### src/rtl/alu_seq.sv
// Handshaked ALU: registered single-cycle logic/arith ops plus iterative shift-add multiply.
// Define ALU_SEQ_DIV_EN to add the restoring unsigned divider (opcode 1010).
module alu_seq #(
    parameter int unsigned WIDTH = 32
) (
    input  logic             clk,
    input  logic             rst,
    input  logic             in_valid,
    output logic             in_ready,
    input  logic [WIDTH-1:0] A,
    input  logic [WIDTH-1:0] B,
    input  logic [3:0]       ALUcontrol,
    output logic             out_valid,
    input  logic             out_ready,
    output logic [WIDTH-1:0] result_lo,
    output logic [WIDTH-1:0] result_hi,
    output logic             zero,
    output logic             carry,
    output logic             overflow,
    output logic             illegal
);
    localparam int unsigned CNT_W = $clog2(WIDTH) + 1;
    localparam logic [CNT_W-1:0] LastIter = CNT_W'(WIDTH - 1);

    localparam logic [3:0] OpAnd  = 4'b0000;
    localparam logic [3:0] OpOr   = 4'b0001;
    localparam logic [3:0] OpAdd  = 4'b0010;
    localparam logic [3:0] OpXor  = 4'b0011;
    localparam logic [3:0] OpSub  = 4'b0110;
    localparam logic [3:0] OpSlt  = 4'b0111;
    localparam logic [3:0] OpNor  = 4'b1100;
    localparam logic [3:0] OpMulu = 4'b1000;
`ifdef ALU_SEQ_DIV_EN
    localparam logic [3:0] OpDivu = 4'b1010;
`endif

    typedef enum logic [1:0] {StIdle, StBusy, StDone} state_e;

    state_e             state_q, state_d;
    logic [2*WIDTH-1:0] work_q, work_d;   // {acc/remainder, multiplier/quotient}
    logic [WIDTH-1:0]   b_q, b_d;
    logic [CNT_W-1:0]   cnt_q, cnt_d;
    logic [WIDTH-1:0]   lo_q, lo_d, hi_q, hi_d;
    logic               zero_q, zero_d, carry_q, carry_d, ovf_q, ovf_d, ill_q, ill_d;
    logic               out_valid_q, out_valid_d;
`ifdef ALU_SEQ_DIV_EN
    logic               is_div_q, is_div_d;
`endif

    // Single-cycle datapath, evaluated on the raw inputs at accept
    logic [WIDTH:0]   sum, diff;
    logic [WIDTH-1:0] sc_lo, sc_hi;
    logic             sc_carry, sc_ovf, sc_ill, sc_busy, sc_div;

    always_comb begin
        sum      = {1'b0, A} + {1'b0, B};
        diff     = {1'b0, A} - {1'b0, B};
        sc_lo    = '0;
        sc_hi    = '0;
        sc_carry = 1'b0;
        sc_ovf   = 1'b0;
        sc_ill   = 1'b0;
        sc_busy  = 1'b0;
        sc_div   = 1'b0;
        case (ALUcontrol)
            OpAnd: sc_lo = A & B;
            OpOr:  sc_lo = A | B;
            OpXor: sc_lo = A ^ B;
            OpNor: sc_lo = ~(A | B);
            OpAdd: begin
                sc_lo    = sum[WIDTH-1:0];
                sc_carry = sum[WIDTH];
                sc_ovf   = (A[WIDTH-1] == B[WIDTH-1]) && (sum[WIDTH-1] != A[WIDTH-1]);
            end
            OpSub: begin
                sc_lo    = diff[WIDTH-1:0];
                sc_carry = diff[WIDTH];
                sc_ovf   = (A[WIDTH-1] != B[WIDTH-1]) && (diff[WIDTH-1] != A[WIDTH-1]);
            end
            OpSlt:  sc_lo = {{(WIDTH-1){1'b0}}, ($signed(A) < $signed(B))};
            OpMulu: sc_busy = 1'b1;
`ifdef ALU_SEQ_DIV_EN
            OpDivu: begin
                if (B == '0) begin
                    sc_lo  = '1;
                    sc_hi  = A;
                    sc_ill = 1'b1;
                end else begin
                    sc_busy = 1'b1;
                    sc_div  = 1'b1;
                end
            end
`endif
            default: sc_ill = 1'b1;
        endcase
    end

    // One iteration of the multi-cycle ops
    logic [WIDTH:0]     mul_add;
    logic [2*WIDTH-1:0] step;
`ifdef ALU_SEQ_DIV_EN
    logic [WIDTH:0]     div_sh, div_sub;
    logic               div_ge;
`endif

    always_comb begin
        mul_add = {1'b0, work_q[2*WIDTH-1:WIDTH]} + (work_q[0] ? {1'b0, b_q} : '0);
        step    = {mul_add, work_q[WIDTH-1:1]};
`ifdef ALU_SEQ_DIV_EN
        div_sh  = {work_q[2*WIDTH-1:WIDTH], work_q[WIDTH-1]};
        div_sub = div_sh - {1'b0, b_q};
        div_ge  = div_sh >= {1'b0, b_q};
        if (is_div_q) begin
            step = {(div_ge ? div_sub[WIDTH-1:0] : div_sh[WIDTH-1:0]),
                    work_q[WIDTH-2:0], div_ge};
        end
`endif
    end

    always_comb begin
        state_d     = state_q;
        work_d      = work_q;
        b_d         = b_q;
        cnt_d       = cnt_q;
        lo_d        = lo_q;
        hi_d        = hi_q;
        zero_d      = zero_q;
        carry_d     = carry_q;
        ovf_d       = ovf_q;
        ill_d       = ill_q;
        out_valid_d = out_valid_q;
`ifdef ALU_SEQ_DIV_EN
        is_div_d    = is_div_q;
`endif
        unique case (state_q)
            StIdle: begin
                if (in_valid) begin
                    work_d = {{WIDTH{1'b0}}, A};
                    b_d    = B;
                    cnt_d  = '0;
`ifdef ALU_SEQ_DIV_EN
                    is_div_d = sc_div;
`endif
                    if (sc_busy) begin
                        state_d = StBusy;
                    end else begin
                        state_d     = StDone;
                        out_valid_d = 1'b1;
                        lo_d        = sc_lo;
                        hi_d        = sc_hi;
                        zero_d      = (sc_lo == '0);
                        carry_d     = sc_carry;
                        ovf_d       = sc_ovf;
                        ill_d       = sc_ill;
                    end
                end
            end
            StBusy: begin
                work_d = step;
                cnt_d  = cnt_q + CNT_W'(1);
                if (cnt_q == LastIter) begin
                    state_d     = StDone;
                    out_valid_d = 1'b1;
                    lo_d        = step[WIDTH-1:0];
                    hi_d        = step[2*WIDTH-1:WIDTH];
                    zero_d      = (step[WIDTH-1:0] == '0);
                    carry_d     = 1'b0;
                    ovf_d       = 1'b0;
                    ill_d       = 1'b0;
                end
            end
            StDone: begin
                if (out_ready) begin
                    state_d     = StIdle;
                    out_valid_d = 1'b0;
                end
            end
            default: state_d = StIdle;
        endcase
    end

    always_ff @(posedge clk) begin
        if (rst) begin
            state_q     <= StIdle;
            work_q      <= '0;
            b_q         <= '0;
            cnt_q       <= '0;
            lo_q        <= '0;
            hi_q        <= '0;
            zero_q      <= 1'b0;
            carry_q     <= 1'b0;
            ovf_q       <= 1'b0;
            ill_q       <= 1'b0;
            out_valid_q <= 1'b0;
`ifdef ALU_SEQ_DIV_EN
            is_div_q    <= 1'b0;
`endif
        end else begin
            state_q     <= state_d;
            work_q      <= work_d;
            b_q         <= b_d;
            cnt_q       <= cnt_d;
            lo_q        <= lo_d;
            hi_q        <= hi_d;
            zero_q      <= zero_d;
            carry_q     <= carry_d;
            ovf_q       <= ovf_d;
            ill_q       <= ill_d;
            out_valid_q <= out_valid_d;
`ifdef ALU_SEQ_DIV_EN
            is_div_q    <= is_div_d;
`endif
        end
    end

    assign in_ready  = (state_q == StIdle);
    assign out_valid = out_valid_q;
    assign result_lo = lo_q;
    assign result_hi = hi_q;
    assign zero      = zero_q;
    assign carry     = carry_q;
    assign overflow  = ovf_q;
    assign illegal   = ill_q;

endmodule
### config.mk
export PLATFORM = sky130hd
export DESIGN_NAME = alu_seq
export DESIGN_NICKNAME = d
export VERILOG_FILES = /design/src/rtl/alu_seq.sv
export SDC_FILE = /design/constraint.sdc
export NUM_CORES = 1
export LEC_CHECK = 0
export CAP_MARGIN = 20
export CORE_MARGIN = 2
export CORE_UTILIZATION = 59
export CTS_CLUSTER_DIAMETER = 200
export DETAILED_ROUTE_END_ITERATION = 8
export HOLD_SLACK_MARGIN = 0.08
export PLACE_DENSITY = 0.83
export REMOVE_ABC_BUFFERS = 1
export SYNTH_ARGS = -nofsm -noshare
export SYNTH_HDL_FRONTEND = slang
export SYNTH_SLANG_ARGS = --single-unit
### constraint.sdc
create_clock -name clk -period 3.6 [get_ports clk]
set_input_delay 0.36 -clock clk [delete_from_list [all_inputs] [get_ports clk]]
set_output_delay 0.36 -clock clk [all_outputs]
set_load 0.02 [all_outputs]
==> qor.yml <==
ant_nets: 0
synthFlopType: "dfxtp_1"
gr-total-overflow: 0
violations: "DRC"
die_y_um: 158
syn-cell-area_mm2: 0.0139
numCtsBuffers: 17
sw_frac_of_total_pct: 37.9
cts_sinks: 173
dr.pass1.iters: 9
grt_max_degree: 171
synthArstFlopShare_pct: 0
vias: 16902
dp_slack_ps: -609
reg2reg_from: "work_q[0]"
finalCritPeriodShare_pct: 99.7
grt_pass1_wl_um: 84800
place.gp.congestion: 1.07
setup_violations: 0
wl_um: 56700
synth_seq_cells: 173
leakage_nw: 8.12
avgRoutedWirePerCell_um: 21.8
drcViolationCount: 1
p_per_area_mw_per_mm2: 330
period_needed_ps: 3590
cts_buffer_depth: 2
status: "finished with violations"
cts-root-buf: "clkbuf_16"
power_frac_comb_pct: 34.4
diodes: 0
p_int_mw: 3.82
ys_warn_count: 0
fin_ws_ps: 9.69
ir_drop_mv: 0.311
min_from: "A[5]"
die-area_mm2: 0.0249
worst_pin_slew_ps: 1190
port_buffers: 141
drv_slew: 0
rrSetupSlack_ps: 30
worstPathArrival_ps: 3980
clk_latency_ps: 460
seqPwrFrac_pct: 33.8
die_w_um: 158
placed_area_mm2: 0.0178
drv_cap: 0
final_nets: 2478
hold_class: "primary input to flip-flop"
fin_worst_skew_ps: 20.7
netlist-cell-type-count: 86
stdcell_count: 2603
viasPerCell: 6.49
timing.rr.end: "work_q[61]"
power_frac_clock_pct: 31.8
drtIter0Drc: 2253
antenna_found_initial: 0
required_ps: 3990
hold_viol_final: 0
drive_gt1_share_pct: 18.9
cts_htree_levels: 4
crit_fanout: 5
syn_avg_cell_area_um2: 7.29
grt_pass1_vias: 15643
rsz0062_at_grt: "true"
max_freq_ghz: 0.279
total_power_mw: 6.15
ys_seq_area_share_pct: 24.8
grt_usage_pct: 43.8
cts_tree: "yes"
critPathKind: "primary input to flip-flop"
placedCellCount: 2566
hold-path-cell-count: 3
clk_pin_slew_ps: 80
io_pins: 142
syn_to_final_growth_pct: 33.7
synth_cells: 1911
cp-end-kind: "flip-flop"
stdcell_area_mm2: 0.0186
start_kind: "primary input"
switchingPower_mw: 2.33
core_area_mm2: 0.0233
tns_ps: 0
hpwl_um: 41300
num_rows: 56
maxSlewHeadroom_pct: 19.6
r2r_cells: 15
cts-hold-fix-buffers: 0
synth-edff-count: 0
hold_end: "work_q[5]"
initial_utilization_pct: 59.7
## how the worst max path moves through the flow
stage | start | depth (start not counted) | end | slack [ps]
global placement | B[0] | 16 | zero | -470
finish | B[5] | 14 | zero | 10
CTS | B[2] | 16 | zero | 20
detailed placement | B[0] | 16 | zero | -610
global route | work_q[0] | 15 | work_q[61] | -130
floorplan | state_q[0] | 4 | work_q[62] | -2020
## flip-flops by register name, indices dropped and copies added (netlist names)
name,cells
work_q,64
b_q,32
result_hi,32
result_lo,32
cnt_q,6
state_q,2
carry,1
illegal,1
out_valid,1
overflow,1
zero,1
## layer usage
metal | GRT usage, % | part of all wire (%) | vias up
li1 | - | - | 7647
met1 | 54.0 | 37 | 7753
met2 | 69.8 | 44 | 1207
met3 | 9.06 | 12 | 295
met4 | 27.8 | 7.4 | 0
met5 | 0 | 0 | -
## worst max-delay path, stage by stage
cell             delay (ps)
clkdlybuf4s50_1         490
inv_1                    70
ha_1                    370
inv_1                   110
a221oi_2                430
o22ai_4                 150
o22ai_4                 310
o22ai_4                 140
a221oi_2                350
nand2_1                 180
xnor2_1                 230
o221ai_1                210
nor3_1                  370
a41o_1                  220
## cell families after synthesis
| kind of cell | share of synthesized area [%] |
|---|---|
| xor+xnor | 2.13 |
| mux | 0.368 |
| flops | 24.8 |
| simple gates | 22.3 |
| fa+ha+maj | 12.3 |
| buf+inv | 6.61 |
| compound gates | 31.4 |
## cell usage after synthesis (5+ instances only)
| cell | instances | area share [%] |
|---|---|---|
| a2111oi_0 | 10 | 0.63 |
| a211o_1 | 8 | 0.50 |
| a211oi_1 | 10 | 0.54 |
| a21o_1 | 36 | 1.9 |
| a21oi_1 | 238 | 8.5 |
| a221o_1 | 6 | 0.43 |
| a221oi_1 | 15 | 0.94 |
| a222oi_1 | 14 | 1.0 |
| a22oi_1 | 71 | 3.8 |
| a31oi_1 | 11 | 0.49 |
| a32oi_1 | 5 | 0.31 |
| and2_1 | 38 | 1.7 |
| and3_1 | 15 | 0.67 |
| buf_1 | 8 | 0.22 |
| buf_2 | 16 | 0.57 |
| clkbuf_1 | 102 | 2.7 |
| dfxtp_1 | 173 | 25 |
| ha_1 | 132 | 12 |
| inv_1 | 112 | 3.0 |
| nand2_1 | 234 | 6.3 |
| nand2b_1 | 17 | 0.76 |
| nand3_1 | 56 | 2.0 |
| nand3b_1 | 5 | 0.27 |
| nand4_1 | 16 | 0.72 |
| nor2_1 | 178 | 4.8 |
| nor2b_1 | 13 | 0.58 |
| nor3_1 | 25 | 0.90 |
| nor4_1 | 22 | 0.99 |
| o2111ai_1 | 5 | 0.31 |
| o211ai_1 | 23 | 1.2 |
| o21a_1 | 19 | 1.0 |
| o21ai_0 | 74 | 2.7 |
| o21bai_1 | 21 | 1.1 |
| o221ai_1 | 10 | 0.63 |
| o22ai_1 | 10 | 0.45 |
| o311ai_0 | 5 | 0.31 |
| o31ai_1 | 16 | 0.86 |
| or2_2 | 5 | 0.22 |
| or3_1 | 16 | 0.72 |
| or4_1 | 5 | 0.27 |
| xnor2_1 | 23 | 1.4 |
| xor2_1 | 9 | 0.57 |
## cell type report
cell class | instances | area, um2
fill | 1638 | 4690
sequential | 173 | 3460
inverter | 114 | 428
timing repair buffer | 467 | 3940
multi-input combinational | 1498 | 9820
tap | 319 | 399
clock inverter | 15 | 169
clock buffer | 17 | 425
## what timing repair did
item,CTS,global route
setup endpoints to repair,2,26
pin swaps,8,23
gates resized for setup,14,45
gates cloned,0,0
buffers inserted,1,4
## power groups by stage
stage          registers, mW  clock network, mW  logic [mW]
3_3_place_gp            2.12                  0        1.94
4_1_cts                 2.08               1.95        1.99
3_5_place_dp            2.12                  0        1.97
5_1_grt                 2.09               2.02        2.22
2_1_floorplan           2.13                  0       0.925
6_report                2.08               1.96        2.11
## cell usage in the layout (no fill, tap or decap), types with 19 or more instances in the layout
cell             instances
a21o_1                  36
a21oi_1                232
a22oi_1                 71
and2_1                  37
buf_4                  319
clkdlybuf4s50_1        132
dfxtp_1                172
ha_1                   125
inv_1                  107
nand2_1                234
nand3_1                 54
nor2_1                 176
nor3_1                  24
o211ai_1                23
o21a_1                  19
o21ai_0                 69
o21bai_1                21
xnor2_1                 23
## stage by stage
stage,hold WS [ps],utilization [%]
after floorplan,426,-
after detailed placement,443,76.3
after CTS,424,79.0
after global placement,438,76.3
after global routing,386,79.9
final,355,79.9
Note: power is estimated with default switching activity, not from simulation.
